==> src/rtl/aes_ctrl_seq.sv <==
// Sequencing controller for the AES accelerator. It takes key and data jobs from the AHB
// slave and drives the key-expansion and cipher datapath. Multi-block streaming, a watchdog
// on the key/cipher done handshakes, and a software abort are supported.
module aes_ctrl_seq #(
  parameter int unsigned BLK_WORDS = 4,
  parameter int unsigned KEY_WORDS = 4,
  parameter int unsigned TIMEOUT   = 64,
  parameter int unsigned BCNT_W    = 16,
  localparam int unsigned MaxWords = (BLK_WORDS > KEY_WORDS) ? BLK_WORDS : KEY_WORDS,
  localparam int unsigned IdxW     = (MaxWords > 1) ? $clog2(MaxWords) : 1
) (
  input  logic              clk_i,
  input  logic              n_rst_i,
  input  logic              start_i,
  input  logic              data_type_i,
  input  logic              enc_dec_i,
  input  logic              more_blocks_i,
  input  logic              data_valid_i,
  input  logic              out_ready_i,
  input  logic              key_done_i,
  input  logic              aes_done_i,
  input  logic              abort_i,
  output logic              opt_mode_o,
  output logic              load_key_o,
  output logic              aes_start_o,
  output logic              rx_shift_o,
  output logic              tx_shift_o,
  output logic [IdxW-1:0]   word_idx_o,
  output logic              done_chg_key_o,
  output logic              key_valid_o,
  output logic              busy_o,
  output logic              error_o,
  output logic [BCNT_W-1:0] blk_count_o
);

  localparam int unsigned WdogW = $clog2(TIMEOUT + 1);

  typedef enum logic [2:0] {
    StIdle,
    StKeyRx,
    StKeyWait,
    StDataRx,
    StAesGo,
    StAesWait,
    StTx,
    StError
  } state_e;

  state_e            state_q, state_d;
  logic [IdxW-1:0]   idx_q, idx_d;
  logic [WdogW-1:0]  wdog_q, wdog_d;
  logic              opt_q, opt_d;
  logic              kv_q, kv_d;
  logic [BCNT_W-1:0] blk_q, blk_d;
  logic              wdog_exp;

  // State and job-context registers.
  always_ff @(posedge clk_i or negedge n_rst_i) begin
    if (!n_rst_i) begin
      state_q <= StIdle;
      idx_q   <= '0;
      wdog_q  <= '0;
      opt_q   <= 1'b0;
      kv_q    <= 1'b0;
      blk_q   <= '0;
    end else begin
      state_q <= state_d;
      idx_q   <= idx_d;
      wdog_q  <= wdog_d;
      opt_q   <= opt_d;
      kv_q    <= kv_d;
      blk_q   <= blk_d;
    end
  end

  // Next-state logic and datapath strobes.
  always_comb begin
    state_d        = state_q;
    idx_d          = idx_q;
    wdog_d         = wdog_q;
    opt_d          = opt_q;
    kv_d           = kv_q;
    blk_d          = blk_q;
    load_key_o     = 1'b0;
    aes_start_o    = 1'b0;
    rx_shift_o     = 1'b0;
    tx_shift_o     = 1'b0;
    done_chg_key_o = 1'b0;
    // True in the TIMEOUT-th cycle spent waiting; done in that same cycle still wins.
    wdog_exp       = (wdog_q == WdogW'(TIMEOUT - 1));

    unique case (state_q)
      StIdle: begin
        if (start_i && !abort_i) begin
          opt_d  = enc_dec_i;
          idx_d  = '0;
          wdog_d = '0;
          if (data_type_i) begin
            state_d = StKeyRx;
          end else if (kv_q) begin
            state_d = StDataRx;
            blk_d   = '0;
          end else begin
            state_d = StError;
          end
        end
      end
      StKeyRx: begin
        rx_shift_o = data_valid_i;
        if (data_valid_i) begin
          if (idx_q == IdxW'(KEY_WORDS - 1)) begin
            idx_d   = '0;
            wdog_d  = '0;
            state_d = StKeyWait;
          end else begin
            idx_d = idx_q + 1'b1;
          end
        end
      end
      StKeyWait: begin
        load_key_o = 1'b1;
        if (key_done_i) begin
          done_chg_key_o = 1'b1;
          kv_d           = 1'b1;
          state_d        = StIdle;
        end else if (wdog_exp) begin
          state_d = StError;
        end else begin
          wdog_d = wdog_q + 1'b1;
        end
      end
      StDataRx: begin
        rx_shift_o = data_valid_i;
        if (data_valid_i) begin
          if (idx_q == IdxW'(BLK_WORDS - 1)) begin
            idx_d   = '0;
            state_d = StAesGo;
          end else begin
            idx_d = idx_q + 1'b1;
          end
        end
      end
      StAesGo: begin
        aes_start_o = 1'b1;
        wdog_d      = '0;
        state_d     = StAesWait;
      end
      StAesWait: begin
        if (aes_done_i) begin
          idx_d   = '0;
          state_d = StTx;
        end else if (wdog_exp) begin
          state_d = StError;
        end else begin
          wdog_d = wdog_q + 1'b1;
        end
      end
      StTx: begin
        tx_shift_o = out_ready_i;
        if (out_ready_i) begin
          if (idx_q == IdxW'(BLK_WORDS - 1)) begin
            blk_d   = blk_q + 1'b1;
            idx_d   = '0;
            state_d = more_blocks_i ? StDataRx : StIdle;
          end else begin
            idx_d = idx_q + 1'b1;
          end
        end
      end
      StError: begin
        // Leaving ERROR only happens through the abort override below.
      end
      default: state_d = StIdle;
    endcase

    // Abort overrides every transition; key and block history survive it.
    if (abort_i && (state_q != StIdle)) begin
      state_d        = StIdle;
      idx_d          = '0;
      wdog_d         = '0;
      opt_d          = opt_q;
      kv_d           = kv_q;
      blk_d          = blk_q;
      done_chg_key_o = 1'b0;
    end
  end

  assign opt_mode_o  = opt_q;
  assign word_idx_o  = idx_q;
  assign key_valid_o = kv_q;
  assign blk_count_o = blk_q;
  assign busy_o      = (state_q != StIdle);
  assign error_o     = (state_q == StError);

endmodule

==> config.mk <==
export PLATFORM = sky130hd
export DESIGN_NAME = aes_ctrl_seq
export DESIGN_NICKNAME = d
export VERILOG_FILES = /design/src/rtl/aes_ctrl_seq.sv
export SDC_FILE = /design/constraint.sdc
export NUM_CORES = 1
export LEC_CHECK = 0
export ABC_AREA = 1
export CAP_MARGIN = 20
export CELL_PAD_IN_SITES_DETAIL_PLACEMENT = 0
export CELL_PAD_IN_SITES_GLOBAL_PLACEMENT = 2
export CORE_UTILIZATION = 31
export CTS_CLUSTER_DIAMETER = 40
export DETAILED_ROUTE_END_ITERATION = 8
export GPL_ROUTABILITY_DRIVEN = 0
export PLACE_DENSITY_LB_ADDON = 0.2
export REMOVE_ABC_BUFFERS = 1
export SLEW_MARGIN = 20
export SYNTH_ARGS = -nofsm -noshare
export SYNTH_HDL_FRONTEND = slang
export SYNTH_SLANG_ARGS = --single-unit
==> constraint.sdc <==
create_clock -name clk_i -period 2.8 [get_ports clk_i]
set_input_delay 0.84 -clock clk_i [delete_from_list [all_inputs] [get_ports clk_i]]
set_output_delay 0.84 -clock clk_i [all_outputs]
set_load 0.01 [all_outputs]
==> Yosys cells after proc, flatten, opt, wreduce, memory -nomap -nowiden <==
Index checks and enable logic that the tools add are counted.
{ "word_totals": {"regBits": 30, "word_cells": 94} }
{ "classes": {"n_addsub": 3, "eq_ne": 25, "n_mux": 43, "n_bitwise": 1, "n_reduce_logical": 16} }
{ "ops": {"columns": ["op", "count"], "rows": [
  ["$mux 16", 5],
  ["$mux 7", 7],
  ["$mux 3", 13],
  ["$pmux 7 s5", 1],
  ["$pmux 16 s2", 1],
  ["$ne 3x3->1 const B", 10],
  ["$pmux 3 s7", 1],
  ["$add 16x1->16 const B", 1],
  ["$mux 2", 7],
  ["$eq 3x3->1 const B", 4],
  ["$ne 2x2->1 const B", 5],
  ["$pmux 2 s4", 1],
  ["$reduce_and 8->1", 1],
  ["$reduce_bool 8->1", 1],
  ["$add 7x1->7 const B", 1],
  ["$eq 7x6->1 const B", 1],
  ["$mux 1", 7],
  ["$reduce_and 7->1", 1],
  ["$eq 3x2->1 const B", 2],
  ["$reduce_and 3->1", 2],
  ["$reduce_and 6->1", 1],
  ["$reduce_bool 6->1", 1],
  ["$reduce_and 5->1", 1],
  ["$reduce_bool 5->1", 1],
  ["other kinds (11)", 12]
]} }

==> Longest topological paths before layout <==
{ "depth": {"depth_word": 5, "ltp_mapped": 11, "depth_no_buf": 9} }

==> Worst setup path before layout <==
Ideal clock, no wire load.
{ "synth_path": {"path_type": "input port to output port", "start": "input port key_done_i", "end": "output port done_chg_key_o", "t_arrival_ns": 1.219, "t_required_ns": 1.960, "setup_slack_ns": 0.741, "cell_stages": 2, "cell_sequence": "inv_1 nor3_1"} }
{ "synth_via": {"elab_chain_len": 3} }
{ "synth_lines": {"columns": ["item", "line_no", "text"], "rows": [
  ["from (decl)", "20", "input logic key_done_i,"],
  ["$mux 1", "122", "if (key_done_i) begin"],
  ["$mux 1", "92", "unique case (state_q)"],
  ["$mux 1", "177", "if (abort_i && (state_q != StIdle)) begin"],
  ["to (decl)", "29", "output logic done_chg_key_o,"]
]} }
Every way passes these cells.

==> Worst setup path after layout <==
Same ends and word-level chain as after synthesis.

==> results.md <==
* Tmin final at 2.699 ns
* Synth unique cells at 31
* Hpwl dp at between 4 and 5 mm
* Seq/Total Area, Yosys at 0.3382
* Antenna diode count at 0
* PortBufs at 37
* Worst Setup End Kind: primary output
* Pin count of the biggest net entering global routing at 31
* Clk sinks at 30
* Global route overflow at 0
* Slew Limit Headroom at 0.6659
* Routed length per placed instance at roughly 13 um
* Top Ports at 38
* DR pass1 iterations at 4
* Pleak at 0.001297 uW
* Final Setup Violations at 0
* Final WL at approximately 6.0 mm
* PnR Total Power at ~1900 uW
* WP data arrival at about 1.9 ns
* Post-synthesis cell area at roughly 0.0022 mm^2
* CTS Buf Count at 5
* RSZ-0062 raised after global routing: false
* Run status: completed
* Ys Warns at 0
* Number of global-route vias before repair at about 2000
* Tightest Pin Transition at ~0.50 ns
* WP data required at about 2.0 ns
* Row count at 30
* Post-route DRC violation count at 0
* Fin crit share at 0.9638
* Avg Inst Size Synth at ~6.8 um^2
* Clock buffer depth at 2
* Inst Count DP at about 460
* Final slew viol count at 0
* Tot GR Track Use at 0.1745
* Setup bufs post-CTS at 0
* Die width at approximately 87 um
* Power Dens Cells at approximately 700 mW/mm^2
* Core area at approximately 0.0069 mm^2
* Vert. Die Dim at a little under 90 um
* Setup crit start kind: input pin
* Flops & latches, synth at 30
* Iter 0 DRT Violations at 73
* Max frequency at between 300 and 400 MHz
* Top-area cell type share of the netlist area at 0.3382
* ANT nets after route at 0
* Vias/cell at between 4 and 5
* Starting Density at 0.3231
* Initial antenna violation count at 0
* CP max FO at 2
* Cells after Synth at around 330
* Worst-path clk slew at 0.07 ns
* Root Buffer: clkbuf_8
* Final Skew at slightly above 0.006 ns
* Max Cap Viol at 0
* Post-Layout Cell Count at around 470
* Area contributors post-synth: dfrtp_1 34%, nand2_1 20%, nand3_1 8.6%, nor2_1 6.8%, inv_1 4.4%
* Worst VDD drop at 0.0002811 V
* Fin. Hold Viols at 0
* Layout cells sized above 1 at 0.1081
* Dominant cell type by area after synthesis: dfrtp_1
* First-pass GRT wire length at roughly 10 mm
* Area of the die at between 0.007 and 0.008 mm^2
* Nets at between 300 and 400
* Skew-Pair Late Insertion Delay at around 0.29 ns
* CTS tree: built
* Crit path kind: input pin to primary output
* Hold WS at approximately 0.51 ns
* Vias at 2151
* Layout area overhead at 25.08%
* Setup TNS at 0 ns
* HP Class: register to register
* H-tree depth at 2
[per-layer routing]
metal  global-route usage  vias to the layer above  wire length, um
met3              0.02952                        7              214
met5                    0                        -                0
li1                     -                     1136                -
met4              0.05758                        0               77
met2               0.2684                       33             2577
met1               0.2474                      975             3086
[through the flow]
| stage | util | area, um^2 | setup slack, ns |
|---|---|---|---|
| after floorplan | - | 2152 | 0.7407 |
| after global placement | 0.3913 | 2688 | -0.1458 |
| after detailed placement | 0.3913 | 2688 | -0.1906 |
| after CTS | 0.4040 | 2775 | 0.03317 |
| after global routing | 0.4042 | 2776 | 0.004447 |
| final | 0.4042 | 2776 | 0.1012 |
[power breakdown]
part	internal (uW)	switching, uW
registers	489	107
clock network	198	182
logic	322	595
total	1010	883
[synth_stat cells]
cell,instances
nor2_1,40
nand2_4,1
nand3_2,3
o21ai_0,6
o21ai_1,6
dfrtp_1,30
buf_6,5
clkbuf_1,1
a21o_1,1
xor2_1,3
inv_4,2
o21bai_1,5
nor2_8,2
ha_1,3
o21ai_2,4
nor3_1,2
nand2_2,3
a21oi_1,3
inv_1,26
nand3_1,38
nand3_4,2
nand4_1,11
buf_4,1
xnor2_1,1
or2_0,1
mux2_2,1
nand2_1,116
o211ai_1,1
o211ai_2,1
inv_2,3
or2_2,4
[cell usage in the layout (no fill, tap or decap), types with 2 or more instances in the layout]
cell | synthesis | routed
nor2_8 | 2 | 2
o21ai_2 | 4 | 4
dlygate4sd2_1 | 0 | 3
o21bai_1 | 5 | 5
clkdlybuf4s50_1 | 0 | 34
nor3_1 | 2 | 2
a21oi_1 | 3 | 3
inv_1 | 26 | 26
xor2_1 | 3 | 3
o21ai_0 | 6 | 6
nor2_1 | 40 | 40
buf_4 | 1 | 6
nand3_1 | 38 | 38
nand2_1 | 116 | 116
nand3_4 | 2 | 2
inv_4 | 2 | 2
ha_1 | 3 | 3
nand4_1 | 11 | 11
dfrtp_1 | 30 | 29
clkbuf_8 | 0 | 6
nand2_2 | 3 | 3
or2_2 | 4 | 4
o21ai_1 | 6 | 6
nand3_2 | 3 | 3
inv_2 | 3 | 3
[flip-flops by register name, indices dropped and copies added (netlist names)]
signal,count
blk_count_o,16
key_valid_o,1
opt_mode_o,1
state_q,3
wdog_q,7
word_idx_o,2
[cell type report]
cell class | instances | area, um^2
fillers | 735 | 4093
inverters | 31 | 121.4
clock buffers | 7 | 86.33
clock inverters | 1 | 5.005
multi-input cells | 258 | 1280
repair buffers | 43 | 411.6
well taps | 96 | 120.1
flip-flops and latches | 30 | 752.0
[timing repair]
item,4_1_cts,5_1_grt
setup endpoints to repair,3,1
hold buffers,0,0
resized for setup,3,1
pin swaps,0,0
[cells by family after synthesis]
logic type | count (synthesis) | synth area share
muxes | 1 | 0.005073
adders and majority gates | 3 | 0.01691
and+or+nand+nor | 223 | 0.4600
buffers and inverters | 38 | 0.08511
AOI/OAI and AO/OA | 27 | 0.07892
DFF | 30 | 0.3382
xor gates and xnor gates | 4 | 0.01579
[worst paths after layout]
kind,from,to,slack (ns),depth (start not counted)
setup / recovery,key_done_i,done_chg_key_o,0.10,4
hold / removal,wdog_q[1],wdog_q[1],0.51,2
setup reg to reg,state_q[1],wdog_q[6],0.94,7
hold reg to reg,wdog_q[1],wdog_q[1],0.51,2
max in group asynchronous,n_rst_i,state_q[2],1.54,2
min in group asynchronous,n_rst_i,state_q[1],0.95,2
[critical path, cell delays in order]
cell,delay (ns)
clkdlybuf4s50_1,0.45
inv_1,0.05
nor3_1,0.21
dlygate4sd2_1,0.30
(Power assumes the default switching activity.)
